<file path="src/rtl/mhp_tx.sv">
// MHP frame transmitter: 7-byte header, unpadded payload and a 2-byte
// interleaved XOR checksum, streamed through a one-byte output register.
module mhp_tx #(
    parameter int MAX_SIZE = 1024
) (
    input  logic        i_clk,
    input  logic        i_rst,
    input  logic        i_start,
    input  logic [15:0] i_dst,
    input  logic [15:0] i_src,
    input  logic [15:0] i_size,
    input  logic [7:0]  i_dtype,
    input  logic [7:0]  i_pdata,
    input  logic        i_pvalid,
    output logic        o_pready,
    output logic [7:0]  o_wdata,
    output logic        o_wvalid,
    input  logic        i_wready,
    output logic        o_busy,
    output logic        o_done,
    output logic        o_err
);

    localparam logic [16:0] MAX_SIZE_W = 17'(MAX_SIZE);

    typedef enum logic [2:0] {
        ST_IDLE    = 3'd0,
        ST_HDR     = 3'd1,
        ST_PAYLOAD = 3'd2,
        ST_CHK     = 3'd3,
        ST_DONE    = 3'd4
    } state_t;

    // Even-indexed bytes fold into the high checksum byte, odd into the low.
    function automatic logic [15:0] chk_fold(input logic [15:0] chk, input logic odd,
                                             input logic [7:0] b);
        chk_fold = odd ? {chk[15:8], chk[7:0] ^ b} : {chk[15:8] ^ b, chk[7:0]};
    endfunction

    function automatic logic [7:0] hdr_byte(input logic [2:0] idx, input logic [15:0] dst,
                                            input logic [15:0] src, input logic [15:0] size,
                                            input logic [7:0] dtype);
        case (idx)
            3'd0:    hdr_byte = dst[15:8];
            3'd1:    hdr_byte = dst[7:0];
            3'd2:    hdr_byte = src[15:8];
            3'd3:    hdr_byte = src[7:0];
            3'd4:    hdr_byte = size[15:8];
            3'd5:    hdr_byte = size[7:0];
            default: hdr_byte = dtype;
        endcase
    endfunction

    state_t      state_r, state_s;
    logic [15:0] dst_r, dst_s, src_r, src_s, size_r, size_s, cnt_r, cnt_s, chk_r, chk_s;
    logic [7:0]  dtype_r, dtype_s, wdata_r, wdata_s, hbyte_s;
    logic [2:0]  idx_r, idx_s;
    logic        par_r, par_s, wvalid_r, wvalid_s, busy_r, busy_s;
    logic        done_r, done_s, err_r, err_s, can_load_s, pready_s;

    // Next-state, datapath and output-register load decisions.
    always_comb begin
        state_s    = state_r;
        dst_s      = dst_r;
        src_s      = src_r;
        size_s     = size_r;
        dtype_s    = dtype_r;
        cnt_s      = cnt_r;
        chk_s      = chk_r;
        idx_s      = idx_r;
        par_s      = par_r;
        wdata_s    = wdata_r;
        err_s      = 1'b0;
        can_load_s = !wvalid_r || i_wready;
        wvalid_s   = wvalid_r && !i_wready;
        pready_s   = (state_r == ST_PAYLOAD) && (cnt_r != 16'd0) && can_load_s;
        hbyte_s    = hdr_byte(idx_r, dst_r, src_r, size_r, dtype_r);

        case (state_r)
            ST_IDLE: begin
                if (i_start) begin
                    if ({1'b0, i_size} > MAX_SIZE_W) begin
                        err_s = 1'b1;
                    end else begin
                        dst_s   = i_dst;
                        src_s   = i_src;
                        size_s  = i_size;
                        dtype_s = i_dtype;
                        cnt_s   = i_size;
                        chk_s   = 16'd0;
                        idx_s   = 3'd0;
                        par_s   = 1'b0;
                        state_s = ST_HDR;
                    end
                end else begin
                    state_s = ST_IDLE;
                end
            end
            ST_HDR: begin
                if (can_load_s) begin
                    wdata_s  = hbyte_s;
                    wvalid_s = 1'b1;
                    chk_s    = chk_fold(chk_r, par_r, hbyte_s);
                    par_s    = !par_r;
                    if (idx_r == 3'd6) begin
                        idx_s   = 3'd0;
                        state_s = (cnt_r != 16'd0) ? ST_PAYLOAD : ST_CHK;
                    end else begin
                        idx_s = idx_r + 3'd1;
                    end
                end else begin
                    state_s = ST_HDR;
                end
            end
            ST_PAYLOAD: begin
                if (pready_s && i_pvalid) begin
                    wdata_s  = i_pdata;
                    wvalid_s = 1'b1;
                    chk_s    = chk_fold(chk_r, par_r, i_pdata);
                    par_s    = !par_r;
                    cnt_s    = cnt_r - 16'd1;
                    state_s  = (cnt_r == 16'd1) ? ST_CHK : ST_PAYLOAD;
                end else begin
                    state_s = ST_PAYLOAD;
                end
            end
            ST_CHK: begin
                // idx 0/1 load the checksum bytes; idx 2 waits for the last one to leave.
                if (can_load_s) begin
                    case (idx_r)
                        3'd0: begin
                            wdata_s  = chk_r[15:8];
                            wvalid_s = 1'b1;
                            idx_s    = 3'd1;
                        end
                        3'd1: begin
                            wdata_s  = chk_r[7:0];
                            wvalid_s = 1'b1;
                            idx_s    = 3'd2;
                        end
                        default: begin
                            idx_s   = 3'd0;
                            state_s = ST_DONE;
                        end
                    endcase
                end else begin
                    state_s = ST_CHK;
                end
            end
            ST_DONE: begin
                state_s = ST_IDLE;
            end
            default: begin
                state_s = ST_IDLE;
            end
        endcase

        busy_s = (state_s != ST_IDLE);
        done_s = (state_s == ST_DONE);
    end

    // State and registered outputs with synchronous reset.
    always_ff @(posedge i_clk) begin
        if (i_rst) begin
            state_r  <= ST_IDLE;
            dst_r    <= 16'd0;
            src_r    <= 16'd0;
            size_r   <= 16'd0;
            dtype_r  <= 8'd0;
            cnt_r    <= 16'd0;
            chk_r    <= 16'd0;
            idx_r    <= 3'd0;
            par_r    <= 1'b0;
            wdata_r  <= 8'd0;
            wvalid_r <= 1'b0;
            busy_r   <= 1'b0;
            done_r   <= 1'b0;
            err_r    <= 1'b0;
        end else begin
            state_r  <= state_s;
            dst_r    <= dst_s;
            src_r    <= src_s;
            size_r   <= size_s;
            dtype_r  <= dtype_s;
            cnt_r    <= cnt_s;
            chk_r    <= chk_s;
            idx_r    <= idx_s;
            par_r    <= par_s;
            wdata_r  <= wdata_s;
            wvalid_r <= wvalid_s;
            busy_r   <= busy_s;
            done_r   <= done_s;
            err_r    <= err_s;
        end
    end

    assign o_pready = pready_s;
    assign o_wdata  = wdata_r;
    assign o_wvalid = wvalid_r;
    assign o_busy   = busy_r;
    assign o_done   = done_r;
    assign o_err    = err_r;

endmodule

</file>
<file path="config.mk">
export PLATFORM = sky130hd
export DESIGN_NAME = mhp_tx
export DESIGN_NICKNAME = d
export VERILOG_FILES = /design/src/rtl/mhp_tx.sv
export SDC_FILE = /design/constraint.sdc
export NUM_CORES = 1
export LEC_CHECK = 0
export ABC_AREA = 0
export ABC_CLOCK_PERIOD_IN_PS = 4700
export CAP_MARGIN = 20
export CORE_UTILIZATION = 59
export CTS_CLUSTER_DIAMETER = 150
export DETAILED_ROUTE_END_ITERATION = 7
export HOLD_SLACK_MARGIN = 0.1
export PLACE_DENSITY = 0.86
export SLEW_MARGIN = 30
export SYNTH_ARGS = -nofsm -noshare
export SYNTH_HDL_FRONTEND = slang
export SYNTH_SLANG_ARGS = --single-unit
</file>
<file path="constraint.sdc">
create_clock -name i_clk -period 4.7 [get_ports i_clk]
set_input_delay 0.705 -clock i_clk [delete_from_list [all_inputs] [get_ports i_clk]]
set_output_delay 0.705 -clock i_clk [all_outputs]
set_load 0.05 [all_outputs]
</file>
# After elaboration in Yosys (flattened, before gate mapping)
# Index checks and enable logic that the tools add are counted.
[op_classes] n_addsub=2 n_lt_le_gt_ge=1 eq_ne=21 n_mux=45 bitwise_logic=7 reduce_logical=25
[op_table] op="$mux 16" count=9
[op_table] op="$pmux 16 s3" count=1
[op_table] op="$pmux 8 s6" count=1
[op_table] op="$mux 3" count=11
[op_table] op="$pmux 16 s2" count=1
[op_table] op="$xor 8x8->8" count=4
[op_table] op="$mux 8" count=3
[op_table] op="$pmux 8 s3" count=1
[op_table] op="$eq 16x1->1 const B" count=1
[op_table] op="$gt 16x11->1 const B" count=1
[op_table] op="$ne 2x2->1 const B" count=8
[op_table] op="$pmux 8 s2" count=1
[op_table] op="$reduce_bool 16->1" count=1
[op_table] op="$sub 16x1->16 const B" count=1
[op_table] op="$reduce_and 5->1" count=3
[op_table] op="$reduce_and 7->1" count=2
[op_table] op="$eq 3x2->1 const B" count=4
[op_table] op="$eq 3x3->1 const B" count=4
[op_table] op="$mux 1" count=12
[op_table] op="$pmux 3 s4" count=1
[op_table] op="$reduce_bool 3->1" count=4
[op_table] op="$pmux 3 s3" count=1
[op_table] op="$eq 3x1->1 const B" count=2
[op_table] op="$logic_not 3->1" count=2
[op_table] op="other kinds (14)" count=22
[totals] regBits=107 inputBits=69 elab_cells=116

# Longest topological paths before layout
# Gate-level depths: netlist of the first run.
[logic_depth] ltp_word=7 depth_mapped=12

# Worst setup path before layout of the first run
# OpenSTA, ideal clock, no wires.
[synth_path] kind="register -> output" from="register state_r[1]" to="output o_pready" t_arrival_ps=2393 required_time_ps=3995 slack_ps=1602 path_stages_with_launch=7 n_path_buf=3 cell_sequence="dfxtp_1 -> clkbuf_1 -> nand2b_1 -> nand2b_1 -> clkbuf_1 -> clkbuf_1 -> a211oi_1"
[synth_between] elab_chain_len=3
[synth_rtl] item="from (decl)" line_no="54" source="state_t state_r, state_s;"
[synth_rtl] item="from (signal assigned)" line_no="180" source="state_r <= state_s;"
[synth_rtl] item="$eq 3x2->1" line_no="76" source="pready_s = (state_r == ST_PAYLOAD) && (cnt_r != 16'd0) && can_load_s;"
[synth_rtl] item="$logic_and 1x1->1 (2 in a row)" line_no="76"
[synth_rtl] item="to (decl)" line_no="15" source="output logic o_pready,"
# Every way passes these cells.

# Final worst setup path of the first run
# Same ends and word-level chain as after synthesis.

==> results of run 1 <==
through the flow:
stage,instance area [sq um],std cells
floorplan,5570,724
global placement,6350,868
detailed placement,6350,868
CTS,6550,884
global route,6550,884
finish,6550,884
cells in the final DEF, fill, tap and decap left out, types with 5 or more instances in the layout:
cell type | Yosys | final
nor2_1 | 52 | 52
a32o_1 | 8 | 8
xor2_1 | 9 | 9
nand2_1 | 156 | 156
mux2i_1 | 17 | 17
or3_1 | 5 | 5
nand3_1 | 9 | 9
a221o_1 | 5 | 5
nand2b_1 | 9 | 9
a32oi_1 | 7 | 7
dfxtp_1 | 107 | 107
inv_1 | 16 | 16
o32ai_1 | 9 | 9
o211ai_1 | 7 | 7
o21ai_0 | 24 | 23
buf_4 | 0 | 7
clkdlybuf4s50_1 | 0 | 80
nor3_1 | 12 | 11
o21a_1 | 7 | 7
a31oi_1 | 8 | 8
o221ai_1 | 10 | 10
nor4_1 | 7 | 7
a211oi_1 | 22 | 22
clkbuf_8 | 0 | 9
a21oi_1 | 87 | 87
and2_1 | 9 | 9
power groups by stage:
stage	Clock [mW]	Combinational [mW]	Sequential, mW
6_report	0.554	0.122	0.913
5_1_grt	0.604	0.131	0.914
4_1_cts	0.564	0.121	0.913
3_5_place_dp	0	0.121	0.934
3_3_place_gp	0	0.118	0.934
2_1_floorplan	0	0.0402	0.937
flip-flops by register name, indices dropped and copies added, names as in the netlist, 3 cells and up:
register	count
chk_r	16
cnt_r	16
dst_r	16
size_r	16
src_r	16
dtype_r	8
o_wdata	8
idx_r	3
state_r	3
area by class of cell:
| type | instances | area, sq um |
|---|---|---|
| clock inverters | 6 | 65.1 |
| multi-input cells | 546 | 3160 |
| repair buffers | 88 | 858 |
| inverters | 16 | 60.1 |
| flip-flops and latches | 107 | 2140 |
| well taps | 111 | 139 |
| fillers | 775 | 2650 |
| clock buffers | 10 | 128 |
critical path: cells and delay by family, from the launching register on:
kind                   cells  cell delay (ns)
buffers and inverters      2             1.07
flip-flops                 1             0.72
AO/OA/AOI/OAI              1             0.22
AND/OR/NAND/NOR            2             0.86
cell families after synthesis:
kind of cell | Yosys count | share of synthesized area (%)
buf+inv | 71 | 4.90
flops | 107 | 38.5
compound gates | 228 | 27.4
fa+ha+maj | 3 | 0.675
mux | 21 | 3.87
xor+xnor | 10 | 1.57
simple gates | 284 | 23.1
routing by layer:
| metal | vias up | track usage, % | share of wire (%) |
|---|---|---|---|
| li1 | 2696 | - | - |
| met5 | - | 0 | 0 |
| met1 | 2582 | 40.9 | 43 |
| met4 | 0 | 10.5 | 2.1 |
| met3 | 35 | 6.47 | 7.3 |
| met2 | 258 | 51.5 | 48 |
worst min-delay path by stage:
stage | start | endpoint | slack (ns) | cells past startpoint
floorplan | size_r[11]$_SDFFE_PP0P_ | size_r[11]$_SDFFE_PP0P_ | 0.43 | 1
global placement | size_r[8]$_SDFFE_PP0P_ | size_r[8]$_SDFFE_PP0P_ | 0.44 | 2
detailed placement | dst_r[3]$_SDFFE_PP0P_ | dst_r[3]$_SDFFE_PP0P_ | 0.44 | 2
CTS | dst_r[3]$_SDFFE_PP0P_ | dst_r[3]$_SDFFE_PP0P_ | 0.46 | 2
global route | dst_r[12]$_SDFFE_PP0P_ | dst_r[12]$_SDFFE_PP0P_ | 0.49 | 2
finish | dst_r[3]$_SDFFE_PP0P_ | dst_r[3]$_SDFFE_PP0P_ | 0.46 | 2
==> results.json, run 1 <==
{
  "crit_top_cell": "nand2b_1",
  "antenna_found_initial": 0,
  "vdd_drop_max_mv": 0.160,
  "yosys_warnings": 0,
  "min_path_type": "register to register",
  "synth_area_leader_cell": "dfxtp_1",
  "n_antenna_cell": 0,
  "synthArstFlopShare_pct": 0,
  "path_class": "register to output pin",
  "final_core_util_pct": 71.2,
  "status": "complete, no violations",
  "ff2ff_path_depth": 7,
  "wl_per_cell_microns": 16.8,
  "setup_ws_ns": 0.742,
  "drv_slew": 0,
  "grt_pass1_vias": 5198,
  "yosys-top-cells-count": "nand2_1 (156), dfxtp_1 (107), a21oi_1 (87)",
  "fin_crit_ns": 3.96,
  "vias": 5571,
  "worstPathArrival_ns": 3.25,
  "p_sw_share_pct": 25.4,
  "p_sw_uw": 404,
  "die_area_sq_um": 9820,
  "synthDistinctLibCells": 60,
  "path_clk_slew_ns": 0.11,
  "max_stage_delay_ns": 0.84,
  "viasPerCell": 6.30,
  "post-route-drc-count": 0,
  "power_frac_seq_pct": 57.5,
  "path_max_fanout": 31,
  "crit_path_start": "state_r[1]$_SDFF_PP0_",
  "num_rows": 35,
  "synth.most_common_cell": "nand2_1",
  "hold_slack_ns": 0.461,
  "dr.pass1.iters": 5,
  "overflow": 0,
  "gp_congestion": 0.939,
  "ys_seq_elements": 107,
  "area_growth_pct": 17.6,
  "critPathCaptureType": "output pin",
  "synthFlopType": "dfxtp_1",
  "io_pins": 82,
  "max_cap_viol_count": 0,
  "avgSynthCellArea_sq_um": 7.69,
  "cp-start-kind": "register",
  "ff2ff_setup_slack_ns": 1.37,
  "syn_inst": 724,
  "synth-edff-count": 0,
  "postCtsHoldBufs": 0,
  "p_per_area_nw_per_um2": 243,
  "grt_max_degree": 54,
  "fmaxAchievable_mhz": 253,
  "crit_end": "o_pready",
  "tightest_slew_ns": 0.963,
  "ys_top_cells_by_area": "dfxtp_1 (38%), nand2_1 (11%), a21oi_1 (7.8%)",
  "intPower_mw": 1.19,
  "power_frac_comb_pct": 7.7,
  "power.share.clock_pct": 34.9,
  "reg2reg_to": "chk_r[5]$_SDFFE_PP0P_",
  "rsz0062_at_grt": "no",
  "grtUsageTotal_pct": 31.2,
  "cts_tree": "yes",
  "required_ns": 3.99,
  "cts_buffers": 9,
  "synth_area_sq_um": 5570,
  "cts_max_level": 3,
  "port_buffers": 81,
  "setup-violations-final": 0,
  "drtAntennaViolNets": 0,
  "insertion_delay_ns": 0.38,
  "cts_root_buffer": "clkbuf_8",
  "routed_wirelength_microns": 14800,
  "floorplan.initialDensity_pct": 60.5,
  "drt_iter0_drc": 315,
  "hold_viol": 0,
  "cpMaxStageDelayCell": "clkdlybuf4s50_1",
  "worstPathCellList": "nand2b_1 > nand2b_1 > buf_4 > a211oi_1 > clkdlybuf4s50_1",
  "reg2reg_from": "idx_r[0]$_SDFFE_PP0P_",
  "ys_seq_area_share_pct": 38.5,
  "setup_tns_ns": 0,
  "design.core.area_sq_um": 9200,
  "die_h_microns": 99.1,
  "cts_setup_buffers": 0,
  "fin_total_pwr_mw": 1.59,
  "finalCritPeriodShare_pct": 84.2,
  "synthesis.nets": 796,
  "cts_buffer_depth": 2,
  "dp_hpwl_microns": 10600,
  "synth_top_area_share_pct": 38.5,
  "slew_headroom_pct": 35.6,
  "p_leak_nw": 2.16,
  "place_ws_ns": 1.19,
  "fin_worst_skew_ns": 0.0115,
  "drive_gt1_share_pct": 4.40,
  "cts_num_sinks": 107,
  "grt_pass1_wl_microns": 24800,
  "final_nets": 840,
  "cts_resized": 0,
  "die_w_microns": 99.1
}
(Power assumes the default switching activity.)
==> run 2, diff against run 1 <==
- ABC_CLOCK_PERIOD_IN_PS: 4700 -> 3300
- CORE_UTILIZATION: 59 -> 49
- PLACE_DENSITY: 0.86 -> 0.76
- clock period: 4.7 -> 3.3 ns (I/O delays scaled with it)
==> results.json, run 2 (same netlist as run 1, synthesis figures left out) <==
{
  "ff2ff_path_depth": 7,
  "postCtsHoldBufs": 0,
  "finalInstanceArea_sq_um": 6830,
  "reg2reg_from": "cnt_r[8]$_SDFFE_PP0P_",
  "floorplan.initialDensity_pct": 50.9,
  "final_cell_mix": "nand2_1 (156), dfxtp_1 (107), a21oi_1 (87), clkdlybuf4s50_1 (79), nor2_1 (52)",
  "gp_congestion": 0.932,
  "slew_headroom_pct": 37.9,
  "vdd_drop_max_mv": 0.372,
  "port_buffers": 81,
  "die_w_microns": 109,
  "drv_slew": 0,
  "cts_root_buffer": "clkbuf_16",
  "final_nets": 853,
  "p_per_area_nw_per_um2": 387,
  "placed_cell_area_sq_um": 6500,
  "worstPathArrival_ns": 2.42,
  "fin_cells": 926,
  "wl_met3_microns": 1030,
  "cts_resized": 0,
  "area_growth_pct": 22.7,
  "cts_buffer_depth": 2,
  "grt_pass1_vias": 5127,
  "cts_num_sinks": 107,
  "grt_pass1_wl_microns": 25200,
  "p_leak_nw": 2.29,
  "nFillCells": 977,
  "fmaxAchievable_mhz": 343,
  "p_sw_uw": 620,
  "top_layer": "met4",
  "antenna_found_initial": 0,
  "setup_tns_ns": 0,
  "num_rows": 38,
  "reg2reg_to": "cnt_r[10]$_SDFFE_PP0P_",
  "dp.cells": 910,
  "drtAntennaViolNets": 0,
  "cts_max_level": 3,
  "p_sw_share_pct": 23.4,
  "ff2ff_setup_slack_ns": 0.58,
  "drt_iter0_drc": 396,
  "hold_viol": 0,
  "finalCritPeriodShare_pct": 88.3,
  "power.share.clock_pct": 44.2,
  "insertion_delay_ns": 0.35,
  "cts_setup_buffers": 0,
  "path_clk_slew_ns": 0.08,
  "tightest_slew_ns": 0.927,
  "final_core_util_pct": 62.4,
  "seq_area_sq_um": 2140,
  "die_h_microns": 109,
  "design.core.area_sq_um": 10900,
  "setup-violations-final": 0,
  "overflow": 0,
  "crit_end": "o_pready",
  "final_common_cell": "nand2_1",
  "wl_per_cell_microns": 16.9,
  "critPathCaptureType": "output pin",
  "grtUsageTotal_pct": 27.1,
  "min_path_type": "register to register",
  "n_antenna_cell": 0,
  "vias": 5620,
  "fin_worst_skew_ns": 0.00901,
  "dp_hpwl_microns": 11100,
  "max_cap_viol_count": 0,
  "io_pins": 82,
  "cts_tree": "yes",
  "status": "complete, no violations",
  "cts_buffers": 9,
  "multi_input_area_sq_um": 3160,
  "drive_gt1_share_pct": 6.23,
  "fin_crit_ns": 2.91,
  "post-route-drc-count": 0,
  "die_area_sq_um": 11800,
  "dr.pass1.iters": 5,
  "power_frac_comb_pct": 6.7,
  "required_ns": 2.80,
  "path_class": "register to output pin",
  "viasPerCell": 6.07,
  "grt_max_degree": 52,
  "routed_wirelength_microns": 15600,
  "cp-start-kind": "register",
  "rsz0062_at_grt": "no",
  "crit_path_start": "cnt_r[0]$_SDFFE_PP0P_",
  "intPower_mw": 2.03,
  "power_frac_seq_pct": 49.1,
  "wl_met2_microns": 7360,
  "path_max_fanout": 5,
  "wl_met1_microns": 6940
}
## run 2: how the worst min path moves through the flow
stage                                         end  slack, ns  cells after the start               startpoint
after floorplan           size_r[11]$_SDFFE_PP0P_       0.43                      1  size_r[11]$_SDFFE_PP0P_
after global placement      src_r[9]$_SDFFE_PP0P_       0.44                      2    src_r[9]$_SDFFE_PP0P_
after detailed placement  dtype_r[6]$_SDFFE_PP0P_       0.45                      2  dtype_r[6]$_SDFFE_PP0P_
after CTS                   dst_r[7]$_SDFFE_PP0P_       0.46                      2    dst_r[7]$_SDFFE_PP0P_
after global routing       src_r[12]$_SDFFE_PP0P_       0.48                      2   src_r[12]$_SDFFE_PP0P_
final                       dst_r[7]$_SDFFE_PP0P_       0.46                      2    dst_r[7]$_SDFFE_PP0P_
## run 2: critical path, stage by stage, from the launching register on
cell      delay [ns]
dfxtp_1         0.35
inv_1           0.09
ha_1            0.26
nor3b_1         0.46
nand2_1         0.22
nor3_1          0.33
a211oi_1        0.17
buf_12          0.19
## run 2: routing by layer
metal	vias to the layer above	track usage (%)
met5	-	0
met4	0	8.30
met3	20	3.92
met2	228	44.4
met1	2641	36.6
li1	2731	-
## run 2: layout make-up
class	instances	share of cell area (%)
repair buffers	101	14.2
inverters	16	0.879
clock inverters	6	1.30
flip-flops and latches	107	31.4
multi-input cells	546	46.2
well taps	140	2.57
clock buffers	10	3.50
## run 2: stage by stage
stage / worst slack (ns) / hold slack (ns) / total power [mW]
4_1_cts: 0.388 / 0.459 / 2.66
5_1_grt: 0.203 / 0.482 / 2.73
3_5_place_dp: 0.156 / 0.447 / 1.51
6_report: 0.386 / 0.457 / 2.65
3_3_place_gp: 0.189 / 0.441 / 1.50
2_1_floorplan: 0.406 / 0.429 / 1.39
## run 2: power groups by stage
stage | sequential, mW | combinational, mW | clock, mW
floorplan | 1.33 | 0.0572 | 0
global placement | 1.33 | 0.173 | 0
detailed placement | 1.33 | 0.176 | 0
CTS | 1.30 | 0.177 | 1.18
global route | 1.30 | 0.191 | 1.23
finish | 1.30 | 0.178 | 1.17
==> run 3, diff against run 2 <==
- CORE_MARGIN: default -> 3
==> results.json, run 3 (same netlist as run 1, synthesis figures left out) <==
{
  "die_w_microns": 113,
  "cts_buffer_depth": 2,
  "min_path_type": "register to register",
  "dr.pass1.iters": 5,
  "critPathCaptureType": "output pin",
  "rsz0062_at_grt": "no",
  "path_delay_family": "simple AND/OR/NAND/NOR gates",
  "finalCritPeriodShare_pct": 87.0,
  "path_class": "register to output pin",
  "n_antenna_cell": 0,
  "cp-start-kind": "register",
  "top_layer": "met4",
  "die_h_microns": 113,
  "wl_per_cell_microns": 17.0,
  "power_frac_comb_pct": 6.8,
  "cts_max_level": 3,
  "design.core.area_sq_um": 11000,
  "drt_iter0_drc": 385,
  "hold-path-cell-count": 2,
  "cts_setup_buffers": 0,
  "vias": 5566,
  "post-route-drc-count": 0,
  "port_buffers": 81,
  "drv_slew": 0,
  "p_sw_uw": 621,
  "max_stage_delay_ns": 0.45,
  "area_growth_pct": 22.6,
  "grt_max_degree": 55,
  "antenna_found_initial": 0,
  "max_cap_viol_count": 0,
  "slew_headroom_pct": 37.1,
  "drive_gt1_share_pct": 6.35,
  "status": "complete, no violations",
  "wl_met2_microns": 7360,
  "cts_buffers": 9,
  "grt_pass1_wl_microns": 25700,
  "path_clk_slew_ns": 0.08,
  "crit_buf_inv": 2,
  "insertion_delay_ns": 0.36,
  "cts_num_sinks": 107,
  "io_pins": 82,
  "cts_root_buffer": "clkbuf_16",
  "drtAntennaViolNets": 0,
  "final_common_cell": "nand2_1",
  "postCtsHoldBufs": 0,
  "p_leak_nw": 2.29,
  "cts_resized": 0,
  "tightest_slew_ns": 0.940,
  "setup_tns_ns": 0,
  "wl_met3_microns": 1080,
  "required_ns": 2.80,
  "fin_worst_skew_ns": 0.0105,
  "vdd_drop_max_mv": 0.349,
  "power_frac_seq_pct": 49.6,
  "routed_wirelength_microns": 15800,
  "overflow": 0,
  "worstPathArrival_ns": 2.38,
  "num_rows": 38,
  "dp_hpwl_microns": 11300,
  "cts_tree": "yes",
  "final_cell_mix": "nand2_1 (156), dfxtp_1 (107), a21oi_1 (87), clkdlybuf4s50_1 (79), nor2_1 (52)",
  "hold_slack_ns": 0.457,
  "cp.depth": 7,
  "grtUsageTotal_pct": 24.6,
  "p_sw_share_pct": 23.7,
  "grt_pass1_vias": 5226,
  "setup-violations-final": 0,
  "die_area_sq_um": 12700,
  "cpMaxStageDelayCell": "nor3b_1",
  "p_per_area_nw_per_um2": 384,
  "floorplan.initialDensity_pct": 50.7,
  "worstPathCellList": "inv_1 > ha_1 > nor3b_1 > nand2_1 > nor3_1 > a211oi_1 > buf_12",
  "path_max_fanout": 5,
  "nFillCells": 994,
  "final_nets": 854,
  "hold_viol": 0,
  "power.share.clock_pct": 43.7,
  "fmaxAchievable_mhz": 348,
  "viasPerCell": 6.00,
  "ff2ff_path_depth": 6,
  "wl_met1_microns": 6970,
  "intPower_mw": 2.00,
  "gp_congestion": 0.924,
  "fin_crit_ns": 2.87
}
==> run 3: cell count changes in the layout (fill, tap and decap cells not counted) <==
cell      before  now
buf_2          0    1
clkinv_2       0    1
clkbuf_8       1    0
inv_8          3    2
inv_6          1    2
==> run 3: tightest hold or removal path, stage by stage, from the launching register on <==
cell and delay [ns]:
dfxtp_1 0.31, nand2_1 0.05, a21oi_1 0.05
==> run 3: stage by stage <==
step | util [%] | power (mW) | setup slack (ns) | std cells | cell area (sq um)
after floorplan | - | 1.39 | 0.406 | 724 | 5570
after global placement | 59.2 | 1.50 | 0.137 | 911 | 6510
after detailed placement | 59.2 | 1.51 | 0.151 | 911 | 6510
after CTS | 62.1 | 2.64 | 0.427 | 927 | 6820
after global routing | 62.1 | 2.70 | 0.208 | 927 | 6820
final | 62.1 | 2.62 | 0.430 | 927 | 6820
==> run 3: worst paths after layout <==
kind	startpoint	end	slack, ns
worst max-delay path	cnt_r[0]$_SDFFE_PP0P_	o_pready	0.43
worst min-delay path	src_r[1]$_SDFFE_PP0P_	src_r[1]$_SDFFE_PP0P_	0.46
worst min register to register	src_r[1]$_SDFFE_PP0P_	src_r[1]$_SDFFE_PP0P_	0.46
worst max register to register	state_r[0]$_SDFF_PP0_	chk_r[15]$_SDFFE_PP0P_	0.57
==> run 3: layout make-up <==
class                           count  area [sq um]  area share, %
Clock inverter                      7          91.3           1.34
Clock buffer                        9           225           3.30
Inverter                           16          60.1          0.880
Tap cell                          140           175           2.57
Timing Repair Buffer              102           973           14.3
Sequential cell                   107          2140           31.4
Multi-Input combinational cell    546          3160           46.2
==> run 3: per-layer routing <==
metal  GRT usage (%)  up-vias
met5               0        -
met4            8.09        0
met3            4.96       27
met2            39.7      205
met1            32.9     2598
li1                -     2736
==> run 3: power groups by stage <==
stage	clock (mW)	combinational, mW	sequential [mW]
floorplan	0	0.0572	1.33
finish	1.15	0.177	1.30
global placement	0	0.173	1.33
detailed placement	0	0.176	1.33
CTS	1.16	0.177	1.30
global route	1.20	0.191	1.30
